[src/rtl/i2c_target_regfile.sv]
// rtl/i2c_target_regfile.sv - I2C target with auto-incrementing byte register file
// Optional majority glitch filter on SCL/SDA: define I2C_TGT_GLITCH_FILTER_EN.
module i2c_target_regfile #(
  parameter logic [6:0] TgtAddr    = 7'h50,
  parameter int         NumRegs    = 16,
  parameter int         SyncStages = 2,
  localparam int        IdxW       = $clog2(NumRegs)
) (
  input  logic            clk_i,
  input  logic            rst_ni,
  input  logic            scl_i,
  input  logic            sda_i,
  output logic            sda_o,
  output logic            sda_en_o,
  output logic            busy_o,
  output logic            wr_valid_o,
  output logic [IdxW-1:0] wr_idx_o,
  output logic [7:0]      wr_data_o,
  input  logic [IdxW-1:0] loc_idx_i,
  output logic [7:0]      loc_rdata_o
);

  localparam logic [2:0] ST_IDLE      = 3'd0;
  localparam logic [2:0] ST_ADDR      = 3'd1;
  localparam logic [2:0] ST_ADDR_ACK  = 3'd2;
  localparam logic [2:0] ST_WR_DATA   = 3'd3;
  localparam logic [2:0] ST_WR_ACK    = 3'd4;
  localparam logic [2:0] ST_RD_DATA   = 3'd5;
  localparam logic [2:0] ST_RD_ACK    = 3'd6;
  localparam logic [2:0] ST_WAIT_STOP = 3'd7;

  localparam logic [IdxW-1:0] PtrOne = 1;

  // Synchronizers reset to 1 so an idle bus produces no spurious edges
  logic [SyncStages-1:0] scl_sync, sda_sync;
  logic scl_raw, sda_raw, scl_s, sda_s;

  always_ff @(posedge clk_i or negedge rst_ni) begin
    if (!rst_ni) begin
      scl_sync <= '1;
      sda_sync <= '1;
    end else begin
      scl_sync <= {scl_sync[SyncStages-2:0], scl_i};
      sda_sync <= {sda_sync[SyncStages-2:0], sda_i};
    end
  end

  assign scl_raw = scl_sync[SyncStages-1];
  assign sda_raw = sda_sync[SyncStages-1];

`ifdef I2C_TGT_GLITCH_FILTER_EN
  logic [1:0] scl_hist, sda_hist;

  always_ff @(posedge clk_i or negedge rst_ni) begin
    if (!rst_ni) begin
      scl_hist <= '1;
      sda_hist <= '1;
      scl_s    <= 1'b1;
      sda_s    <= 1'b1;
    end else begin
      scl_hist <= {scl_hist[0], scl_raw};
      sda_hist <= {sda_hist[0], sda_raw};
      scl_s    <= (scl_raw & scl_hist[0]) | (scl_raw & scl_hist[1]) | (scl_hist[0] & scl_hist[1]);
      sda_s    <= (sda_raw & sda_hist[0]) | (sda_raw & sda_hist[1]) | (sda_hist[0] & sda_hist[1]);
    end
  end
`else
  assign scl_s = scl_raw;
  assign sda_s = sda_raw;
`endif

  // SDA moving while SCL is high in both samples is a bus condition; a
  // simultaneous SCL rise is treated as data.
  logic scl_q, sda_q;
  logic scl_rise_r, scl_fall_r, start_r, stop_r, sda_bit_r;

  always_ff @(posedge clk_i or negedge rst_ni) begin
    if (!rst_ni) begin
      scl_q      <= 1'b1;
      sda_q      <= 1'b1;
      scl_rise_r <= 1'b0;
      scl_fall_r <= 1'b0;
      start_r    <= 1'b0;
      stop_r     <= 1'b0;
      sda_bit_r  <= 1'b1;
    end else begin
      scl_q      <= scl_s;
      sda_q      <= sda_s;
      scl_rise_r <= scl_s & ~scl_q;
      scl_fall_r <= ~scl_s & scl_q;
      start_r    <= scl_s & scl_q & sda_q & ~sda_s;
      stop_r     <= scl_s & scl_q & ~sda_q & sda_s;
      sda_bit_r  <= sda_s;
    end
  end

  logic [2:0]      state;
  logic [3:0]      bit_cnt;
  logic [7:0]      shreg;
  logic [IdxW-1:0] ptr;
  logic            rw;
  logic            first;
  logic [7:0]      regs [NumRegs];
  logic [7:0]      rd_byte;

  assign rd_byte     = regs[ptr];
  assign loc_rdata_o = regs[loc_idx_i];
  assign sda_o       = 1'b0;

  always_ff @(posedge clk_i or negedge rst_ni) begin
    if (!rst_ni) begin
      state      <= ST_IDLE;
      bit_cnt    <= '0;
      shreg      <= '0;
      ptr        <= '0;
      rw         <= 1'b0;
      first      <= 1'b0;
      sda_en_o   <= 1'b0;
      busy_o     <= 1'b0;
      wr_valid_o <= 1'b0;
      wr_idx_o   <= '0;
      wr_data_o  <= '0;
      for (int i = 0; i < NumRegs; i++) regs[i] <= '0;
    end else begin
      wr_valid_o <= 1'b0;
      if (start_r) begin
        state    <= ST_ADDR;
        bit_cnt  <= '0;
        busy_o   <= 1'b1;
        sda_en_o <= 1'b0;
      end else if (stop_r) begin
        state    <= ST_IDLE;
        bit_cnt  <= '0;
        busy_o   <= 1'b0;
        sda_en_o <= 1'b0;
      end else if (scl_rise_r) begin
        case (state)
          ST_ADDR, ST_WR_DATA: begin
            if (bit_cnt != 4'd8) begin
              shreg   <= {shreg[6:0], sda_bit_r};
              bit_cnt <= bit_cnt + 4'd1;
            end
          end
          ST_RD_ACK: if (sda_bit_r) state <= ST_WAIT_STOP;
          default: ;
        endcase
      end else if (scl_fall_r) begin
        case (state)
          ST_ADDR: begin
            if (bit_cnt == 4'd8) begin
              if (shreg[7:1] == TgtAddr) begin
                state    <= ST_ADDR_ACK;
                sda_en_o <= 1'b1;
                rw       <= shreg[0];
              end else begin
                state <= ST_WAIT_STOP;
              end
            end
          end
          ST_ADDR_ACK: begin
            if (rw) begin
              state    <= ST_RD_DATA;
              shreg    <= rd_byte;
              sda_en_o <= ~rd_byte[7];
              bit_cnt  <= 4'd1;
            end else begin
              state    <= ST_WR_DATA;
              sda_en_o <= 1'b0;
              first    <= 1'b1;
              bit_cnt  <= '0;
            end
          end
          ST_WR_DATA: begin
            if (bit_cnt == 4'd8) begin
              state    <= ST_WR_ACK;
              sda_en_o <= 1'b1;
              bit_cnt  <= '0;
              if (first) begin
                ptr   <= shreg[IdxW-1:0];
                first <= 1'b0;
              end else begin
                regs[ptr]  <= shreg;
                wr_valid_o <= 1'b1;
                wr_idx_o   <= ptr;
                wr_data_o  <= shreg;
                ptr        <= ptr + PtrOne;
              end
            end
          end
          ST_WR_ACK: begin
            state    <= ST_WR_DATA;
            sda_en_o <= 1'b0;
          end
          ST_RD_DATA: begin
            if (bit_cnt == 4'd8) begin
              state    <= ST_RD_ACK;
              sda_en_o <= 1'b0;
              ptr      <= ptr + PtrOne;
            end else begin
              shreg    <= {shreg[6:0], 1'b0};
              sda_en_o <= ~shreg[6];
              bit_cnt  <= bit_cnt + 4'd1;
            end
          end
          // Only reachable after a host ACK; a NACK already left on the rise
          ST_RD_ACK: begin
            state    <= ST_RD_DATA;
            shreg    <= rd_byte;
            sda_en_o <= ~rd_byte[7];
            bit_cnt  <= 4'd1;
          end
          default: ;
        endcase
      end
    end
  end

endmodule

[config.mk]
export PLATFORM = sky130hd
export DESIGN_NAME = i2c_target_regfile
export DESIGN_NICKNAME = d
export VERILOG_FILES = /design/src/rtl/i2c_target_regfile.sv
export SDC_FILE = /design/constraint.sdc
export NUM_CORES = 1
export LEC_CHECK = 0
export ABC_AREA = 1
export CORE_MARGIN = 2
export CORE_UTILIZATION = 40
export CTS_BUF_LIST = sky130_fd_sc_hd__clkbuf_4
export DETAILED_ROUTE_END_ITERATION = 6
export GPL_TIMING_DRIVEN = 0
export HOLD_SLACK_MARGIN = 0.1
export PLACE_DENSITY = 0.6
export SLEW_MARGIN = 20
export SYNTH_ARGS = -nofsm -noshare
export SYNTH_HDL_FRONTEND = slang
export SYNTH_SLANG_ARGS = --single-unit
[constraint.sdc]
create_clock -name clk_i -period 2.05 [get_ports clk_i]
set_clock_uncertainty 0.2 [all_clocks]
set_input_delay 0.205 -clock clk_i [delete_from_list [all_inputs] [get_ports clk_i]]
set_output_delay 0.205 -clock clk_i [all_outputs]
set_load 0.01 [all_outputs]
==> After elaboration in Yosys (flattened, before gate mapping) <==
Index checks and enable logic that the tools add are counted.
{ "word_totals": {"regBits": 174} }
{ "classes": {"add_sub_neg": 2, "order_cmp": 3, "n_eq_ne": 28, "mux": 64, "bitwise_logic": 19, "reduce_logical": 19} }
{ "ops": {"columns": ["cell", "count"], "rows": [
  ["128-bit bitwise mux", 1],
  ["8-bit two-way mux", 11],
  ["8-bit binary-select mux with 4-bit select", 2],
  ["4-bit two-way mux", 11],
  ["7-bit AND reduction", 5],
  ["3-bit two-way mux", 11],
  ["8-bit demux with 4-bit select", 1],
  ["8-bit case mux with 3 select lines", 1],
  ["1-bit two-way mux", 21],
  ["5-bit != test (second input constant)", 4],
  ["3-bit case mux with 6 select lines", 1],
  ["4-bit by 1-bit != test with 1-bit output (second input constant)", 4],
  ["4-bit != test (second input constant)", 4],
  ["4-bit case mux with 4 select lines", 1],
  ["6-bit AND reduction", 2],
  ["5-bit >= comparator (second input constant)", 2],
  ["1-bit inverter", 10],
  ["4-bit inverter with 5-bit output", 2],
  ["3-bit equality test (second input constant)", 3],
  ["4-bit by 1-bit adder with 4-bit output (second input constant)", 2],
  ["4-bit case mux with 2 select lines", 1],
  ["8-bit AND reduction", 1],
  ["2-bit nonzero test", 4],
  ["4-bit nonzero test", 2],
  ["17 further kinds", 28]
]} }

==> Logic depth before layout (Yosys ltp) <==
Gate-level depths: netlist (run 1).
{ "depth": {"depth_word": 11, "depth_mapped": 13, "depth_no_buf": 11} }

==> Worst setup path after synthesis (run 1) <==
No wires, ideal clock.
{ "synth_path": {"path_type": "flip-flop to flip-flop", "startpoint": "register ptr[1]", "endpoint": "register regs[63] (netlist name)", "setup_ns": 0.135, "arrival_ns": 1.864, "path_slack_ns": -0.149, "stages_incl_launch_ff": 9, "period_less_slack_ns": 2.199, "path_cell_list": "dfrtp_1 > clkbuf_1 > inv_1 > clkbuf_1 > ha_1 > nand3_2 > clkbuf_1 > nand2_1 > o21ai_0"} }
{ "synth_via": {"elab_chain_cells": 6} }
{ "synth_rtl": {"columns": ["item", "line_no", "text"], "rows": [
  ["start, declared", "100", "logic [IdxW-1:0] ptr;"],
  ["start signal, assigned", "179", "ptr <= shreg[IdxW-1:0];"],
  ["start signal, assigned", "186", "ptr <= ptr + PtrOne;"],
  ["start signal, assigned", "198", "ptr <= ptr + PtrOne;"],
  ["4-bit inverter with 5-bit output (not written as such) *", "182", "regs[ptr] <= shreg;"],
  ["5-bit >= comparator (not written as such) / 5-bit by 1-bit < comparator with 1-bit output (equally long branches)", "182", null],
  ["1-bit logical AND (not written as such)", "182", null],
  ["8-bit two-way mux (not written as such)", "182", null],
  ["8-bit demux with 4-bit select *", "182", null],
  ["128-bit bitwise mux *", "182", null],
  ["end signal, assigned by index", "182", null],
  ["end, declared", "103", "logic [7:0] regs [NumRegs];"]
]} }
Mark *: on every way between the ends. The rest lies on a longest branch, timed or not.
A chain may end at the register's enable or synchronous reset.

==> Worst setup path after layout (run 1) <==
{ "layout_path": {"startpoint": "input port loc_idx_i[1]", "endpoint": "output port loc_rdata_o[2]"} }
{ "layout_via": {"elab_chain_cells": 4} }
{ "layout_rtl": {"columns": ["item", "line_no", "text"], "rows": [
  ["start, declared", "19", "input logic [IdxW-1:0] loc_idx_i,"],
  ["4-bit inverter with 5-bit output (not written as such)", "107", "assign loc_rdata_o = regs[loc_idx_i];"],
  ["8-bit binary-select mux with 4-bit select", "107", null],
  ["8-bit two-way mux (not written as such) (2 in series)", "107", null],
  ["end, declared", "20", "output logic [7:0] loc_rdata_o"]
]} }
No other way between the ends. The select of a mux whose other input is x is not followed.

==> impl_metrics.json, run 1 <==
{
  "crit_required_ns": 1.64,
  "min_from": "scl_sync[0]$_DFF_PN1_",
  "slowest_stage": "dlygate4sd2_1",
  "clk_path_buf_depth": 2,
  "grt_pass1_vias": 8939,
  "grt_max_degree": 99,
  "antenna_found_initial": 1,
  "ys.flop_type": "dfrtp_1",
  "cts-htree-levels": 4,
  "final_nets": 1400,
  "ys_ff_latch": 174,
  "cts_sinks": 174,
  "start_util_pct": 40.63,
  "status": "finished, violations left",
  "setup.worst_path.start": "loc_idx_i[1]",
  "io_buffers": 28,
  "maxCapViolCount": 0,
  "pre_cts_ws_ns": -1.450,
  "synth_edf_count": 0,
  "routed_wl_um": 36710,
  "setup_slack_ns": -0.2059,
  "clk_pin_slew_worst_paths_ns": 0.15,
  "setup_viol": 11,
  "power.density_mw_per_mm2": 680.3,
  "cp_top_family": "buffers and inverters",
  "hold_ws_ns": 0.1681,
  "root_buffer": "clkbuf_4",
  "track_usage_pct": 29.83,
  "core_area_mm2": 0.02340,
  "min_period_ns": 2.256,
  "max_stage_delay_ns": 0.30,
  "syn_to_final_growth_pct": 25.58,
  "hold_violations": 0,
  "dpl_cell_area_mm2": 0.01023,
  "worst-path-buf-inv": 4,
  "vias": 9675,
  "r2r_start": "ptr[0]$_DFFE_PN0P_",
  "synth_fp_nets": 1273,
  "slew_headroom_pct": 44.91,
  "worstPathCellList": "dlygate4sd2_1 > inv_1 > clkbuf_4 > o21ai_0 > o221ai_1 > nand3_1 > nand2_1 > buf_2",
  "drt_first_pass_iters": 7,
  "final_common_cell": "nand2_1",
  "crit_type": "input pin to output port",
  "syn_area_mm2": 0.009509,
  "layout-drive-gt1-share_pct": 24.16,
  "drc": 6,
  "final_cell_area_mm2": 0.01194,
  "final_max_slew_viol_count": 0,
  "endpoint_kind": "output port",
  "routed_via_density": 5.628,
  "ys_warn_count": 0,
  "grt_overflow": 0,
  "seq_area_frac_synth_pct": 45.87,
  "cp-start-kind": "input pin",
  "hold_path.class": "flop to flop",
  "violations": "DRC, setup timing",
  "cp_data_arrival_time_ns": 1.85,
  "drtIter0Drc": 1044,
  "wl_per_cell_um": 21.36,
  "max-vdd-ir-drop_v": 0.0005421,
  "die-area_mm2": 0.02502,
  "worst_pin_slew_ns": 0.8264,
  "die_y_um": 158.2,
  "synth_cells": 1259,
  "max_freq_mhz": 443.3,
  "dp_hpwl_um": 24950,
  "boundaryPins": 32,
  "rsz0062_at_grt": "yes",
  "period_share_pct": 110.0,
  "p_leak_nw": 5.324,
  "synth_async_sr_flop_share_pct": 100.0,
  "cts_made_buffers": 17,
  "critPathMaxFanout": 10,
  "final_cell_mix": "nand2_1, dfrtp_1, o21ai_1",
  "synthDistinctLibCells": 38,
  "syn_avg_cell_area_um2": 7.553,
  "clk_latency_ns": 0.61,
  "rows": 56,
  "die_w_um": 158.2,
  "ant_nets": 0,
  "place.gp.congestion": 1.046,
  "cts_tree": "yes",
  "grt_first_pass_wirelength_um": 54360
}
## path summary, 6_finish.rpt
check	slack, ns	depth (start not counted)	end
setup / recovery	-0.21	8	loc_rdata_o[2]
hold / removal	0.17	0	scl_sync[1]$_DFF_PN1_
setup reg to reg	-0.06	9	shreg[1]$_DFFE_PN0P_
max in group asynchronous	0.25	4	regs[64]$_DFFE_PN0P_
hold reg to reg	0.17	0	scl_sync[1]$_DFF_PN1_
min in group asynchronous	0.45	3	wr_data_o[0]$_DFFE_PN0P_
## what timing repair did
item	in CTS	in global routing
pin swaps	30	56
endpoints found under the setup margin	167	169
hold buffers	4	0
gates resized for setup	196	195
cloned	5	6
buffers inserted	35	39
endpoints found under the hold margin	170	0
## cell families (layout without fill, tap and decap cells)
family,count (synthesis),after routing,share of synthesized area [%]
and+or+nand+nor,522,523,23.72
AOI/OAI and AO/OA,366,366,20.64
buffers and inverters,186,325,8.566
DFF,174,174,45.87
adders and majority gates,6,6,0.7895
xor gates and xnor gates,4,4,0.3685
other,1,2,0.03944
## routing by layer
| layer | part of all wire (%) | GRT usage [%] |
|---|---|---|
| met1 | 43 | 41.63 |
| met5 | 0 | 0 |
| met2 | 44 | 44.41 |
| met3 | 9.4 | 7.336 |
| met4 | 4.4 | 12.14 |
## power breakdown
group	switching (mW)	internal [mW]
registers	0.117	3.57
logic	1.77	0.666
clock network	1.43	0.569
## area by class of cell
class,instances,area [um2]
clock inverter,14,148.9
timing repair buffer,114,1057
buffer,77,668.1
multi-input combinational,900,4768
clock buffer,18,135.1
inverter,102,395.4
tap,319,399.1
antenna,1,2.502
fill,2359,11460
sequential,174,4367
## cell usage after synthesis (all sizes together), types with 3 or more instances
cell type	n	area, um2
o211ai	26	195.2
dfrtp	168	4204
clkbuf	51	191.4
o22ai	6	37.54
o221ai	10	87.58
a21oi	60	300.3
ha	6	75.07
o21ai	258	1295
xor2	3	26.28
nor2	84	322.8
nand3	77	545.5
nand2	349	1313
nor3	7	40.04
buf	33	239.0
dfstp	6	157.7
o2111ai	3	26.28
inv	101	379.1
nand3b	3	22.52
## flip-flops by register name, indices dropped and copies added, names as in the netlist, 2 cells and up
signal     flops
sda_sync       2
wr_idx_o       4
scl_sync       2
shreg          8
bit_cnt        4
ptr            4
wr_data_o      8
state          3
regs         128
## stage by stage
step	util [%]	std cells	TNS (ns)	total power [mW]
after floorplan	-	1259	0	4.906
after global placement	43.58	1606	-1197.29	5.780
after detailed placement	43.72	1607	-64.84	5.811
after CTS	48.17	1678	-1.819	7.932
after global routing	51.03	1719	-2.548	8.516
final	51.03	1719	-1.290	8.124
(Power assumes the default switching activity.)
==> run 2, diff against run 1 <==
--- a/config.mk
+++ b/config.mk
@@ -13,7 +13,7 @@
 export GPL_TIMING_DRIVEN = 0
 export HOLD_SLACK_MARGIN = 0.1
 export PLACE_DENSITY = 0.6
-export SLEW_MARGIN = 20
+export SKIP_LAST_GASP = 1
 export SYNTH_ARGS = -nofsm -noshare
 export SYNTH_HDL_FRONTEND = slang
 export SYNTH_SLANG_ARGS = --single-unit
==> impl_metrics.json, run 2 (synthesized netlist as in run 1, its figures left out) <==
{
  "status": "finished, violations left",
  "violations": "DRC, setup timing",
  "utilization_pct": 52.34,
  "wl_per_cell_um": 21.29,
  "routed_via_density": 5.576,
  "finalSetupTns_ns": -1.724,
  "hold_violations": 0,
  "cp_data_arrival_time_ns": 1.93,
  "p_int_mw": 4.841,
  "setup_slack_ns": -0.2829,
  "grt_first_pass_wirelength_um": 54480,
  "period_share_pct": 113.8,
  "worstPathCellList": "clkbuf_1 > clkbuf_1 > o21ai_0 > o221ai_2 > nand3_1 > nand2_1 > buf_2",
  "routed_wl_um": 37040,
  "dpl_cell_area_mm2": 0.01023,
  "cp-start-kind": "input pin",
  "drc": 14,
  "clk_path_buf_depth": 2,
  "slowest_stage": "clkbuf_1",
  "instances_no_fill": 1740,
  "rows": 56,
  "crit_required_ns": 1.64,
  "antenna_found_initial": 1,
  "min_period_ns": 2.333,
  "dp_hpwl_um": 24980,
  "layout-drive-gt1-share_pct": 25.14,
  "power_frac_clock_pct": 24.6,
  "die-area_mm2": 0.02502,
  "rsz0062_at_grt": "yes",
  "pre_cts_ws_ns": -1.460,
  "slew_headroom_pct": 40.24,
  "root_buffer": "clkbuf_4",
  "final_cell_mix": "nand2_1, dfrtp_1, o21ai_1",
  "max_freq_mhz": 428.6,
  "p_leak_nw": 5.461,
  "vias": 9703,
  "placed_cells": 1607,
  "maxCapViolCount": 0,
  "die_w_um": 158.2,
  "worst-path-buf-inv": 3,
  "setup_viol": 11,
  "core_area_mm2": 0.02340,
  "max-vdd-ir-drop_v": 0.0005944,
  "max_stage_delay_ns": 0.54,
  "cp_common_cell": "clkbuf_1",
  "grt_pass1_vias": 8952,
  "power_mw": 8.193,
  "cts_sinks": 174,
  "final_nets": 1421,
  "grt_overflow": 0,
  "final_cell_area_mm2": 0.01225,
  "grt_max_degree": 107,
  "worst_pin_slew_ns": 0.8964,
  "cts_tree": "yes",
  "start_util_pct": 40.63,
  "seqPwrFrac_pct": 45.1,
  "io_buffers": 28,
  "cts-htree-levels": 4,
  "clk_pin_slew_worst_paths_ns": 0.15,
  "final_max_slew_viol_count": 0,
  "endpoint_kind": "output port",
  "die_y_um": 158.2,
  "ant_nets": 0,
  "hold_ws_ns": 0.1684,
  "critPathMaxFanout": 10,
  "drt_first_pass_iters": 7,
  "pwr-share-comb_pct": 30.3,
  "drtIter0Drc": 1118,
  "track_usage_pct": 29.88,
  "power.density_mw_per_mm2": 669.0,
  "hold_path.class": "flop to flop",
  "crit_type": "input pin to output port",
  "boundaryPins": 32,
  "final_common_cell": "nand2_1",
  "p_sw_mw": 3.352,
  "fillCellCount": 2332,
  "cts_made_buffers": 17,
  "largest_reg_flops": 128,
  "top_register": "regs",
  "clk_latency_ns": 0.62,
  "syn_to_final_growth_pct": 28.80,
  "cp_top_family": "buffers and inverters",
  "p_sw_share_pct": 40.91,
  "place.gp.congestion": 1.046,
  "largestRegisters": "regs x128, shreg x8, wr_data_o x8"
}
[run 2: changes by cell type in the layout (fill, tap and decap cells not counted), sizes merged]
cell / change
dlymetal6s2s: +1
nand3: -1
buf: +19
clkinv: +1
clkdlybuf4s50: -1
inv: -2
clkinvlp: +1
clkbuf: +3
[run 2: path summary, 6_finish.rpt]
| check | from | to | slack, ns | depth (start not counted) |
|---|---|---|---|---|
| min | scl_sync[0]$_DFF_PN1_ | scl_sync[1]$_DFF_PN1_ | 0.17 | 0 |
| max | loc_idx_i[0] | loc_rdata_o[5] | -0.28 | 7 |
| max reg2reg | ptr[0]$_DFFE_PN0P_ | shreg[3]$_DFFE_PN0P_ | -0.13 | 9 |
| min in group asynchronous | rst_ni | wr_data_o[6]$_DFFE_PN0P_ | 0.42 | 3 |
| max in group asynchronous | rst_ni | regs[74]$_DFFE_PN0P_ | 0.27 | 4 |
| min reg2reg | scl_sync[0]$_DFF_PN1_ | scl_sync[1]$_DFF_PN1_ | 0.17 | 0 |
[run 2: what timing repair did]
| action | in CTS | in global routing |
|---|---|---|
| resized for setup | 202 | 194 |
| pin swaps | 39 | 48 |
| setup endpoints to repair | 164 | 170 |
| gates cloned | 4 | 12 |
| setup buffers | 39 | 47 |
| hold buffers | 4 | 0 |
| endpoints found under the hold margin | 170 | 0 |
[run 2: metal layers]
layer  track usage, %  wire length, um
met1            41.57            15670
met4            12.44             1618
met2            45.09            16340
met3            6.570             3418
met5                0                0
[run 2: worst reg2reg max path, stage by stage, from the launching register on]
cell and delay [ns]:
dfrtp_2 0.49, buf_8 0.17, buf_8 0.14, clkbuf_16 0.16, o211ai_1 0.30, nand2_1 0.17, a21oi_2 0.19, nand3b_1 0.15
nand2_1 0.09, nand2_1 0.04
[run 2: power groups by stage]
stage	registers (mW)	clock network [mW]	logic, mW
finish	3.70	2.02	2.48
CTS	3.68	2.07	2.21
global route	3.71	2.20	2.68
global placement	3.74	0	2.04
floorplan	3.72	0	1.19
detailed placement	3.74	0	2.06
[run 2: layout make-up]
cell class	count	area [um2]	area share, %
multi-input cells	899	4792	39.13
flip-flops and latches	174	4367	35.65
repair buffers	133	1275	10.41
plain buffers	80	729.5	5.956
inverters	102	399.1	3.259
well taps	319	399.1	3.259
clock inverters	14	148.9	1.216
clock buffers	18	135.1	1.103
diodes	1	2.502	0.02043
==> run 3, diff against run 2 <==
--- a/config.mk
+++ b/config.mk
@@ -6,7 +6,6 @@
 export NUM_CORES = 1
 export LEC_CHECK = 0
 export ABC_AREA = 1
-export CORE_MARGIN = 2
 export CORE_UTILIZATION = 40
 export CTS_BUF_LIST = sky130_fd_sc_hd__clkbuf_4
 export DETAILED_ROUTE_END_ITERATION = 6
==> impl_metrics.json, run 3 (synthesized netlist as in run 1, its figures left out) <==
{
  "syn_to_final_growth_pct": 27.46,
  "max_freq_mhz": 436.2,
  "hold_path.class": "flop to flop",
  "largestRegisters": "regs x128, shreg x8, wr_data_o x8",
  "dp_hpwl_um": 25590,
  "cts_sinks": 174,
  "max-vdd-ir-drop_v": 0.0003850,
  "top_register": "regs",
  "io_buffers": 28,
  "rsz0062_at_grt": "yes",
  "antenna_found_initial": 1,
  "hold_ws_ns": 0.1711,
  "drtIter0Drc": 1164,
  "maxCapViolCount": 0,
  "wl_per_cell_um": 21.63,
  "fillCellCount": 2277,
  "final_cell_mix": "nand2_1, dfrtp_1, o21ai_0",
  "r2r_start": "bit_cnt[1]$_DFFE_PN0P_",
  "track_usage_pct": 31.43,
  "die_y_um": 156.2,
  "vias": 9762,
  "routed_via_density": 5.653,
  "final_nets": 1408,
  "min_from": "sda_sync[0]$_DFF_PN1_",
  "power_mw": 8.168,
  "power.density_mw_per_mm2": 673.9,
  "cts-htree-levels": 4,
  "place.gp.congestion": 1.014,
  "pre_cts_ws_ns": -1.486,
  "finalSetupTns_ns": -1.576,
  "ant_nets": 0,
  "setup_slack_ns": -0.2428,
  "slew_headroom_pct": 46.87,
  "violations": "DRC, setup timing",
  "placed_cells": 1607,
  "core_area_mm2": 0.02340,
  "worstHoldEndpoint": "sda_sync[1]$_DFF_PN1_",
  "period_share_pct": 111.8,
  "cp_data_arrival_time_ns": 1.89,
  "crit_required_ns": 1.64,
  "hold_violations": 0,
  "grt_max_degree": 96,
  "status": "finished, violations left",
  "grt_first_pass_wirelength_um": 56090,
  "largest_reg_flops": 128,
  "cp-start-kind": "input pin",
  "crit_type": "input pin to output port",
  "r2r-end": "regs[118]$_DFFE_PN0P_",
  "grt_overflow": 0,
  "routed_wl_um": 37360,
  "root_buffer": "clkbuf_4",
  "p_leak_nw": 5.369,
  "start_util_pct": 40.63,
  "critPathMaxFanout": 10,
  "min_period_ns": 2.293,
  "worst-r2r-cell-count": 12,
  "die-area_mm2": 0.02439,
  "clk_path_buf_depth": 2,
  "setup_viol": 11,
  "clk_pin_slew_worst_paths_ns": 0.17,
  "final_common_cell": "nand2_1",
  "cts_tree": "yes",
  "die_w_um": 156.2,
  "rows": 56,
  "cts_made_buffers": 17,
  "grt_pass1_vias": 9149,
  "endpoint_kind": "output port",
  "worst_pin_slew_ns": 0.7969,
  "whs_path_depth": 0,
  "clk_latency_ns": 0.60,
  "layout-drive-gt1-share_pct": 24.38,
  "drt_first_pass_iters": 7,
  "drc": 2,
  "boundaryPins": 32,
  "r2r_setup_slack_ns": -0.02,
  "final_max_slew_viol_count": 0,
  "instances_no_fill": 1727
}
run 3: cell count changes in the layout (fill, tap and decap cells not counted), moves of 4 or more:
cell | previous run | this run
o21ai_1 | 127 | 105
o21ai_2 | 16 | 20
buf_2 | 18 | 12
buf_6 | 34 | 20
nor2_2 | 7 | 11
buf_4 | 75 | 79
o21ai_0 | 115 | 133
run 3: report_power, final:
group / internal [mW] / total (mW) / switching [mW]
registers: 3.57 / 3.69 / 0.120
logic: 0.656 / 2.37 / 1.71
clock network: 0.660 / 2.11 / 1.45
run 3: cell type report:
type	count	area [um2]	area share, %
clock buffers	17	127.6	1.053
diodes	1	2.502	0.02065
plain buffers	81	716.9	5.915
multi-input cells	899	4775	39.39
well taps	319	399.1	3.293
clock inverters	15	168.9	1.394
inverters	102	395.4	3.262
repair buffers	119	1170	9.652
flip-flops and latches	174	4365	36.02
run 3: metrics by stage:
| step | instance area, um2 | util, % |
|---|---|---|
| global route | 12120 | 51.79 |
| floorplan | 9519 | - |
| CTS | 11340 | 48.45 |
| finish | 12120 | 51.79 |
| global placement | 10200 | 43.58 |
| detailed placement | 10230 | 43.72 |
run 3: worst max-delay path by stage:
stage | to | start | slack, ns
floorplan | regs[63]$_DFFE_PN0P_ | ptr[1]$_DFFE_PN0P_ | 0.06
global placement | regs[50]$_DFFE_PN0P_ | rst_ni | -6.67
detailed placement | loc_rdata_o[5] | loc_idx_i[1] | -1.49
CTS | loc_rdata_o[3] | regs[115]$_DFFE_PN0P_ | -0.17
global route | loc_rdata_o[5] | regs[85]$_DFFE_PN0P_ | -0.27
finish | loc_rdata_o[1] | loc_idx_i[0] | -0.24
run 3: worst max-delay path, cell delays in order:
cell	delay, ns
clkbuf_1	0.27
clkbuf_1	0.62
o21ai_0	0.19
o21ai_1	0.20
o221ai_2	0.14
nand2_1	0.12
buf_2	0.14
run 3: routing by layer:
metal | share of wire [%] | vias up | wire length (um) | track usage, %
met5 | 0 | - | 0 | 0
li1 | - | 4445 | - | -
met2 | 44 | 497 | 16390 | 47.24
met4 | 4.0 | 0 | 1499 | 12.04
met3 | 9.2 | 110 | 3448 | 6.139
met1 | 43 | 4710 | 16020 | 44.44
run 3: timing repair:
item,4_1_cts,5_1_grt
hold endpoints to repair,170,0
buffers inserted,38,38
hold buffers,4,0
gates resized for setup,195,167
endpoints found under the setup margin,167,144
pin swaps,32,33
cloned,5,5
